==> src/rtl/smart_toilet_pkg.sv <==
// rtl/smart_toilet_pkg.sv - shared state encoding and pump patterns for the smart-toilet sequencer
package smart_toilet_pkg;

  typedef enum logic [2:0] {
    IDLE   = 3'd0,
    LEAD3  = 3'd1,
    LEAD2  = 3'd2,
    DISP   = 3'd3,
    MIX    = 3'd4,
    SAMPLE = 3'd5,
    DONE   = 3'd6,
    FLUSH  = 3'd7
  } state_t;

  localparam int P_SOLN1 = 0;
  localparam int P_SOLN2 = 1;
  localparam int P_SOLN3 = 2;

  localparam logic [2:0] PUMP_OFF   = 3'b000;
  localparam logic [2:0] PUMP_LEAD3 = 3'b100;
  localparam logic [2:0] PUMP_LEAD2 = 3'b110;
  localparam logic [2:0] PUMP_DISP  = 3'b111;
  localparam logic [2:0] PUMP_FLUSH = 3'b111;

  function automatic logic [2:0] pump_pat(input state_t s);
    case (s)
      LEAD3:   return PUMP_LEAD3;
      LEAD2:   return PUMP_LEAD2;
      DISP:    return PUMP_DISP;
      FLUSH:   return PUMP_FLUSH;
      default: return PUMP_OFF;
    endcase
  endfunction

endpackage

==> src/rtl/st_phase_timer.sv <==
// rtl/st_phase_timer.sv - loadable down-counter that parks at zero
module st_phase_timer #(
  parameter int CNT_W = 16
) (
  input  logic             clk,
  input  logic             rst_n,
  input  logic             load,
  input  logic [CNT_W-1:0] load_val,
  output logic             zero
);

  logic [CNT_W-1:0] cnt;

  always_ff @(posedge clk) begin
    if (!rst_n)
      cnt <= '0;
    else if (load)
      cnt <= load_val;
    else if (cnt != '0)
      cnt <= cnt - 1'b1;
  end

  assign zero = (cnt == '0);

endmodule

==> src/rtl/smart_toilet_seq.sv <==
// rtl/smart_toilet_seq.sv - inlet pump / mix / sample sequencer; optional flush phase via SMART_TOILET_FLUSH_EN
module smart_toilet_seq
  import smart_toilet_pkg::*;
#(
  parameter int CNT_W     = 16,
  parameter int SAMPLE_TO = 1000
) (
  input  logic             clk,
  input  logic             rst_n,
  input  logic             start,
  input  logic             abort,
  input  logic [CNT_W-1:0] cfg_lead3,
  input  logic [CNT_W-1:0] cfg_lead2,
  input  logic [CNT_W-1:0] cfg_disp,
  input  logic [CNT_W-1:0] cfg_mix,
`ifdef SMART_TOILET_FLUSH_EN
  input  logic [CNT_W-1:0] cfg_flush,
`endif
  output logic [2:0]       pump_en,
  output logic             sample_req,
  input  logic             sample_ack,
  output logic             busy,
  output logic             done,
  output logic             err_timeout,
  output logic [2:0]       state_o
);

  localparam logic [CNT_W-1:0] TO_LOAD = CNT_W'(SAMPLE_TO - 1);

  state_t           state, nxt, exit_st;
  logic [CNT_W-1:0] lead2_q, disp_q, mix_q;
  logic             tmr_load, tmr_zero, to_load, to_zero, set_err, accept;
  logic [CNT_W-1:0] tmr_val;

  // A phase of length max(cfg,1) needs the counter to start at cfg-1.
  function automatic logic [CNT_W-1:0] ld(input logic [CNT_W-1:0] v);
    return (v == '0) ? '0 : v - 1'b1;
  endfunction

`ifdef SMART_TOILET_FLUSH_EN
  logic [CNT_W-1:0] flush_q;
  assign exit_st = FLUSH;
`else
  assign exit_st = IDLE;
`endif

  assign accept = (state == IDLE) && start;

  always_comb begin
    nxt      = state;
    tmr_load = 1'b0;
    tmr_val  = '0;
    to_load  = 1'b0;
    set_err  = 1'b0;
    case (state)
      IDLE:   if (start)    begin nxt = LEAD3; tmr_load = 1'b1; tmr_val = ld(cfg_lead3); end
      LEAD3:  if (tmr_zero) begin nxt = LEAD2; tmr_load = 1'b1; tmr_val = ld(lead2_q); end
      LEAD2:  if (tmr_zero) begin nxt = DISP;  tmr_load = 1'b1; tmr_val = ld(disp_q); end
      DISP:   if (tmr_zero) begin nxt = MIX;   tmr_load = 1'b1; tmr_val = ld(mix_q); end
      MIX:    if (tmr_zero) begin nxt = SAMPLE; to_load = 1'b1; end
      SAMPLE: begin
        if (sample_ack)   nxt = DONE;
        else if (to_zero) begin nxt = DONE; set_err = 1'b1; end
      end
      DONE: begin
        nxt = exit_st;
`ifdef SMART_TOILET_FLUSH_EN
        tmr_load = 1'b1;
        tmr_val  = ld(flush_q);
`endif
      end
      FLUSH:  if (tmr_zero) nxt = IDLE;
      default: nxt = IDLE;
    endcase
    // abort wins over any expiry; the flush phase itself is not abortable
    if (abort && state != IDLE && state != FLUSH) begin
      nxt      = exit_st;
      set_err  = 1'b0;
      to_load  = 1'b0;
`ifdef SMART_TOILET_FLUSH_EN
      tmr_load = 1'b1;
      tmr_val  = ld(flush_q);
`else
      tmr_load = 1'b0;
      tmr_val  = '0;
`endif
    end
  end

  st_phase_timer #(.CNT_W(CNT_W)) u_phase (
    .clk(clk), .rst_n(rst_n), .load(tmr_load), .load_val(tmr_val), .zero(tmr_zero)
  );

  st_phase_timer #(.CNT_W(CNT_W)) u_timeout (
    .clk(clk), .rst_n(rst_n), .load(to_load), .load_val(TO_LOAD), .zero(to_zero)
  );

  always_ff @(posedge clk) begin
    if (!rst_n) begin
      state       <= IDLE;
      pump_en     <= PUMP_OFF;
      sample_req  <= 1'b0;
      busy        <= 1'b0;
      done        <= 1'b0;
      err_timeout <= 1'b0;
      lead2_q     <= '0;
      disp_q      <= '0;
      mix_q       <= '0;
`ifdef SMART_TOILET_FLUSH_EN
      flush_q     <= '0;
`endif
    end else begin
      state      <= nxt;
      pump_en    <= pump_pat(nxt);
      sample_req <= (nxt == SAMPLE);
      busy       <= (nxt != IDLE);
      done       <= (nxt == DONE);
      if (accept) begin
        err_timeout <= 1'b0;
        lead2_q     <= cfg_lead2;
        disp_q      <= cfg_disp;
        mix_q       <= cfg_mix;
`ifdef SMART_TOILET_FLUSH_EN
        flush_q     <= cfg_flush;
`endif
      end else if (set_err) begin
        err_timeout <= 1'b1;
      end
    end
  end

  assign state_o = state;

endmodule

==> config.mk <==
export PLATFORM = sky130hd
export DESIGN_NAME = smart_toilet_seq
export DESIGN_NICKNAME = d
export VERILOG_FILES = /design/src/rtl/smart_toilet_pkg.sv /design/src/rtl/st_phase_timer.sv /design/src/rtl/smart_toilet_seq.sv
export SDC_FILE = /design/constraint.sdc
export NUM_CORES = 1
export LEC_CHECK = 0
export ABC_AREA = 1
export CAP_MARGIN = 20
export CORE_ASPECT_RATIO = 1.25
export CORE_MARGIN = 4
export CORE_UTILIZATION = 55
export CTS_CLUSTER_SIZE = 30
export DETAILED_ROUTE_END_ITERATION = 12
export GPL_TIMING_DRIVEN = 0
export PLACE_DENSITY = 0.82
export SLEW_MARGIN = 20
export SYNTH_ARGS = -nofsm -noshare
export SYNTH_HDL_FRONTEND = slang
export SYNTH_SLANG_ARGS = --single-unit
==> constraint.sdc <==
create_clock -name clk -period 4.27 [get_ports clk]
set_input_delay 0.6405 -clock clk [delete_from_list [all_inputs] [get_ports clk]]
set_output_delay 0.6405 -clock clk [all_outputs]
set_load 0.02 [all_outputs]
== Word level (Yosys, flattened, before mapping) ==
Cells that the tools add are included.
Storage, ports and cells
  bits in registers: 90
  output and inout bits: 10
  word-level logic and storage cells: 88
Cells by class
  add/subtract/negate cells: 6
  equality and inequality tests: 14
  multiplexer cells: 35
  bitwise operators: 1
  reductions and logical operators: 20
Operators with widths (number)
  $mux 16: 11
  $logic_not 16->1: 6
  $sub 16x1->16 const B: 6
  $pmux 16 s4: 1
  $reduce_bool 16->1: 2
  $mux 3: 9
  $pmux 3 s8: 1
  $eq 3x3->1 const B: 7
  $mux 10: 2
  $eq 3x2->1 const B: 4
  $mux 1: 9
  $pmux 3 s3: 1
  $eq 3x1->1 const B: 2
  $reduce_bool 3->1: 2
  $reduce_or 2->1: 3
  $reduce_bool 2->1: 2
  $logic_and 1x1->1: 3
  $logic_not 3->1: 1
  $ne 3x3->1 const B: 1
  $reduce_or 3->1: 1
  $pmux 1 s2: 1
  $not 1->1: 1

== Longest topological paths before layout ==
  depth after elaboration: 8
  gate-level depth with buffers: 14
  gate-level depth less buffers: 14

== By module ==
A second synthesis with hierarchy kept.
Second synthesis, totals
  cell total of the unflattened synthesis: 1074
  area, all modules: 6473.7 µm²
By module, submodules not included
  smart_toilet_seq: times used 1, cells each 718, area each 4244.1 µm², sequential area each 1161.1 µm²
  st_phase_timer: times used 2, cells each 178, area each 1114.8 µm², sequential area each 320.3 µm²

== Worst setup path after synthesis ==
Ideal clock, no wire load.
  kind: input to register
  start: in cfg_lead3[0]
  end: reg u_phase.cnt[14]
  library setup time: 0.128 ns
  arrival time: 1.811 ns
  required time: 4.142 ns
  setup slack: 2.332 ns
  stages on the path: 11
  path buffers: 0
  cell sequence: inv_1 -> ha_1 -> nand2_1 -> nor2_1 -> nand4_1 -> nand2_4 -> inv_2 -> a21oi_1 -> nand2_1 -> nand3_1 -> nor2_1
On the way
  cells in the longest elaborated chain, start to end: 6
  elaborated cells on any way between the ends: 7
  classes of those cells: 1 x add/sub; 5 x mux; 1 x reduce/logical
RTL lines
  start, declared: line smart_toilet_seq.sv:12  | input logic [CNT_W-1:0] cfg_lead3,
  $sub 16x1->16 or $logic_not 16->1 (tied branches): line smart_toilet_seq.sv:37  | return (v == '0) ? '0 : v - 1'b1;
  $mux 16 *: line smart_toilet_seq.sv:37
  $mux 16 *: line smart_toilet_seq.sv:56  | IDLE: if (start) begin nxt = LEAD3; tmr_load = 1'b1; tmr_val = ld(cfg_lead3); end
  $pmux 16 s4 *: line smart_toilet_seq.sv:55  | case (state)
  $mux 16 *: line smart_toilet_seq.sv:76  | if (abort && state != IDLE && state != FLUSH) begin
  $mux 16 *: line st_phase_timer.sv:17  | else if (load)
  end signal, assigned: line st_phase_timer.sv:18  | cnt <= load_val;
  end signal, assigned: line st_phase_timer.sv:20  | cnt <= cnt - 1'b1;
  end, declared: line st_phase_timer.sv:12  | logic [CNT_W-1:0] cnt;
Every way passes the cells marked *; elsewhere a longest branch is shown, timed or not.
A chain may end at the register's enable or synchronous reset.

== Worst setup path in the final report ==
Ends and elaborated chain as after synthesis.

==> impl_summary.txt <==
----------------------------------------------------
[Timing]
  Count of final max-slew check failures ... 0
  Crit path time final ... roughly 2.3 ns
  Min setup slack post-route ... 2.00 ns
  Worst Skew ... a little over 0.007 ns
  Slew Limit Headroom ... a little under three fifths
  Highest clock frequency the design can meet ... about 440 MHz
  Final Setup Violations ... 0
  Slew at the pin with the worst max-slew slack ... approximately 0.66 ns
  Post-route setup TNS ... 0 ns
  Number of endpoints with negative hold slack in the final report ... 0
  Unrepaired setup endpoints after global routing ... false
  Final Cycle Share ... 53.2%

[Run]
  Maximum Capacitance Violations ... 0

[Worst setup path]
  Worst R2R Start ... state_o[1]
  Arr. time, crit path ... approximately 2.5 ns
  Required time at the endpoint of the critical path ... between 4 and 5 ns
  Family of cells with the greatest summed delay on the critical path ... simple AND/OR/NAND/NOR gates
  Critical Path Slowest Stage Cell ... clkdlybuf4s50_1
  Critical path depth ... 12
  Class of the most critical setup path ... primary input to flop
  Sequence of cells on the critical path ... clkdlybuf4s50_1, inv_1, ha_1, nand2_1, nor2_1, nand4_1, nand2_4, inv_2, a21oi_1, nand2_1, nand3_1, nor2_1
  Number of cells traversed by the worst register-to-register path ... 10
  Sort of element at the start of the critical path ... primary input
  Maximum single-stage delay on the critical path ... around 0.4 ns
  Crit. End Element ... flop
  Worst Path Max Fanout ... 9
  Worst setup endpoint ... u_phase.cnt[14]
  Critical R2R Capture ... u_phase.cnt[7]
  Worst Setup SP ... cfg_lead3[0]
  Worst path buffer plus inverter count ... 3
  Register-to-Register Setup Slack ... 2.10 ns

[Synth]
  Number of enable flip-flop cells after synthesis ... 0
  Post-synthesis share of cell area spent on and, or, nand and nor gates ... between 30% and 40%
  Share of the yosys chip area belonging to registers ... 30.9%
  Fraction of the mapped netlist area in adder cells ... 1.72%
  Main area contributors after synthesis ... dfxtp_1, nand2_1, nor2_1
  Area fraction in compound gates after synthesis ... approximately 15%
  Cell type with the highest aggregate area in the netlist ... dfxtp_1
  Avg Synthesized Cell Area ... approximately 6.5 µm²
  Most common cell in the synthesized netlist ... nand2_1
  Synthesized cell area ... between 5000 and 6000 µm²
  Number of distinct library cell variants in the gate-level netlist after synthesis ... 43
  Primary FF master, synth ... dfxtp_1
  Post-Synthesis Net Count ... about 980
  Share of cell area taken by muxes after synthesis ... 0%
  Share of the synthesized area in the top cell type ... between 30% and 40%
  Dominant combinational cell family by area after synthesis ... simple AND/OR/NAND/NOR gates
  Post-synth top cells ... nand2_1, nor2_1, inv_1, dfxtp_1, nand3_1
  Warning count from the yosys run ... 0
  Flip-flop and latch count after synthesis ... 90
  Post-synthesis share of cell area spent on xor and xnor gates ... between 7 and 8%
  FFs w/ async S/R, synth ... 0%
  Post-synthesis cell count ... 900

[Worst hold path]
  Path type of the worst min-delay path ... flop to flop

[Global route]
  Initial antenna violation count ... 0
  Met2 Resource Use GR ... between 40% and 50%
  Busiest layer in global routing ... met2
  Wire length of the first global-routing pass ... around 26000 µm
  M3 GR Usage ... about 4%
  Met1 capacity usage during global routing ... 31.9%
  Largest net degree at the start of global routing ... 14
  Total grt overflow ... 0
  Vias in the first global route ... roughly 5.8k
  Total global-route track usage ... about a quarter

[Routing]
  Initial DRC count ... approximately 520
  Vias per Instance ... about 5.5
  Antenna violation net count after detailed routing ... 0
  Residual DRC count ... 0
  Average detailed-routed wire length per instance ... around 15 µm
  DRT Wirelength ... roughly 16000 µm
  First-pass iteration count of the detailed router ... 9
  Vias ... around 6.1k

[Floorplanning]
  Die width ... ~100 µm
  Vert. Die Dim ... 123 µm
  Starting density of the core ... 57.1%
  Rows ... 41
  Die area ... approximately 12000 µm²
  Area of the core ... between 10000 and 15000 µm²
  Total I/O pin count ... ~80

[Final layout]
  Number of antenna diodes ... 0
  Final cell count without fillers ... between 1k and 1.5k
  Sequential cell area in the final layout ... roughly 1800 µm²
  Final core area utilization ... 68.9%
  Total area of multi-input combinational cells ... approximately 3500 µm²
  Final layout net count ... 1066
  Post-synthesis to final-layout area growth ... 20.6%
  Filler cell count in the final layout ... just over 900
  Fraction of layout instances using a drive strength above 1 ... under 10%

[Placed design]
  GP Congestion ... 0.968
  Cell Count Post-Placement ... approximately 1.1k
  Post-placement worst setup slack ... between 1.5 and 2 ns
  Number of port buffers ... just under 80
  Half-perimeter wire length after placement ... between 10000 and 15000 µm

[Clock tree]
  Insertion delay of the later-clocked pin in the worst-skew pair ... 0.34 ns
  Post-CTS Setup Bufs ... 0
  Number of levels the H-tree was split into ... 3
  Hold Buf Count CTS ... 0
  Buffers from clock root to sink, at most ... 2
  Clock tree from TritonCTS ... built
  Count of clock tree sinks ... 90
  Clock-pin slew of the registers on the worst-case setup and hold paths ... ~0.060 ns
  Number of buffers created by CTS ... 9
  Clock root buffer ... clkbuf_16
  Resized cells post-CTS ... 0

[Status]
  Result of the run ... finished clean

[Pwr]
  Peak ir drop on the vdd network ... roughly 0.00031 V
  Reported leakage power ... between 3 and 4 nW
  Power density relative to cell area ... just over 400 nW/µm²

----------------------------------------------------
## kinds of logic after synthesis
group                    count (synthesis)
flip-flops                              90
AO/OA/AOI/OAI                          165
buffers and inverters                  133
adder cells (fa/ha/maj)                  8
XOR/XNOR                                48
AND/OR/NAND/NOR                        456
## state kept, by name (all words and copies together), names as in the netlist
signal         count
state_o            3
mix_q             16
err_timeout        1
busy               1
u_timeout.cnt     16
sample_req         1
disp_q            16
pump_en            3
u_phase.cnt       16
done               1
lead2_q           16
## how the worst min path moves through the flow
stage | slack [ns] | cells after the start | end | start
finish | 0.48 | 2 | mix_q[1] | mix_q[1]
global route | 0.52 | 2 | u_timeout.cnt[3] | u_timeout.cnt[3]
CTS | 0.48 | 2 | mix_q[1] | mix_q[1]
detailed placement | 0.47 | 2 | mix_q[1] | mix_q[1]
global placement | 0.47 | 2 | u_timeout.cnt[3] | u_timeout.cnt[3]
floorplan | 0.45 | 2 | mix_q[1] | mix_q[1]
## layout make-up
| cell class | count | area share [%] |
|---|---|---|
| timing repair buffer | 78 | 11.1 |
| clock inverter | 3 | 0.249 |
| multi-input combinational | 677 | 49.5 |
| buffer | 22 | 1.74 |
| sequential | 90 | 25.6 |
| tap | 129 | 2.30 |
| inverter | 111 | 5.98 |
| clock buffer | 11 | 3.45 |
## power breakdown
part           total, mW  internal (mW)  leakage, nW  switching (mW)
sequential          1.04          0.953        0.744          0.0910
combinational       1.08          0.414         2.21           0.664
clock              0.729          0.402        0.127           0.327
## placed cells by master, fill, tap and decap left out, types with 2 or more instances in the layout
master           count
inv_2               10
xnor2_1             14
buf_1                2
a21oi_1             74
ha_1                 8
nand3b_1             2
nand2_4              5
nand3_1             76
o21ai_0             60
nand3_2              3
buf_6                4
o21ai_1              5
xor2_1              34
inv_1               98
o211ai_1             5
dfxtp_1             90
nor3b_1              2
clkbuf_1             9
nor4_1               6
or2_2                3
a31oi_1             10
nor2_2              11
nor2_4               4
o22ai_1              6
clkinv_2             3
clkbuf_16            9
clkdlybuf4s50_1     78
buf_2                8
nand4_1             10
nand2_2              9
nand2_1            183
nor2_1             122
nor3_1              13
nor3_2               3
## tightest hold or removal path: stages (launching register included)
cell and delay, ns:
dfxtp_1 0.31, inv_1 0.07, a21oi_1 0.06
## through the flow
| stage | area [µm²] | power [mW] | hold slack, ns |
|---|---|---|---|
| 3_3_place_gp | 6770 | 2.11 | 0.471 |
| 6_report | 7030 | 2.85 | 0.478 |
| 3_5_place_dp | 6770 | 2.12 | 0.470 |
| 4_1_cts | 7030 | 2.84 | 0.479 |
| 5_1_grt | 7030 | 3.04 | 0.517 |
| 2_1_floorplan | 5830 | 1.85 | 0.448 |
## per-layer routing
| layer | share of wire, % | vias up | wire length, µm |
|---|---|---|---|
| li1 | - | 3103 | - |
| met1 | 42 | 2753 | 6880 |
| met2 | 48 | 215 | 7830 |
| met3 | 5.5 | 59 | 889 |
| met4 | 4.3 | 0 | 707 |
| met5 | 0 | - | 0 |
Power figures use the tool's default switching activity.
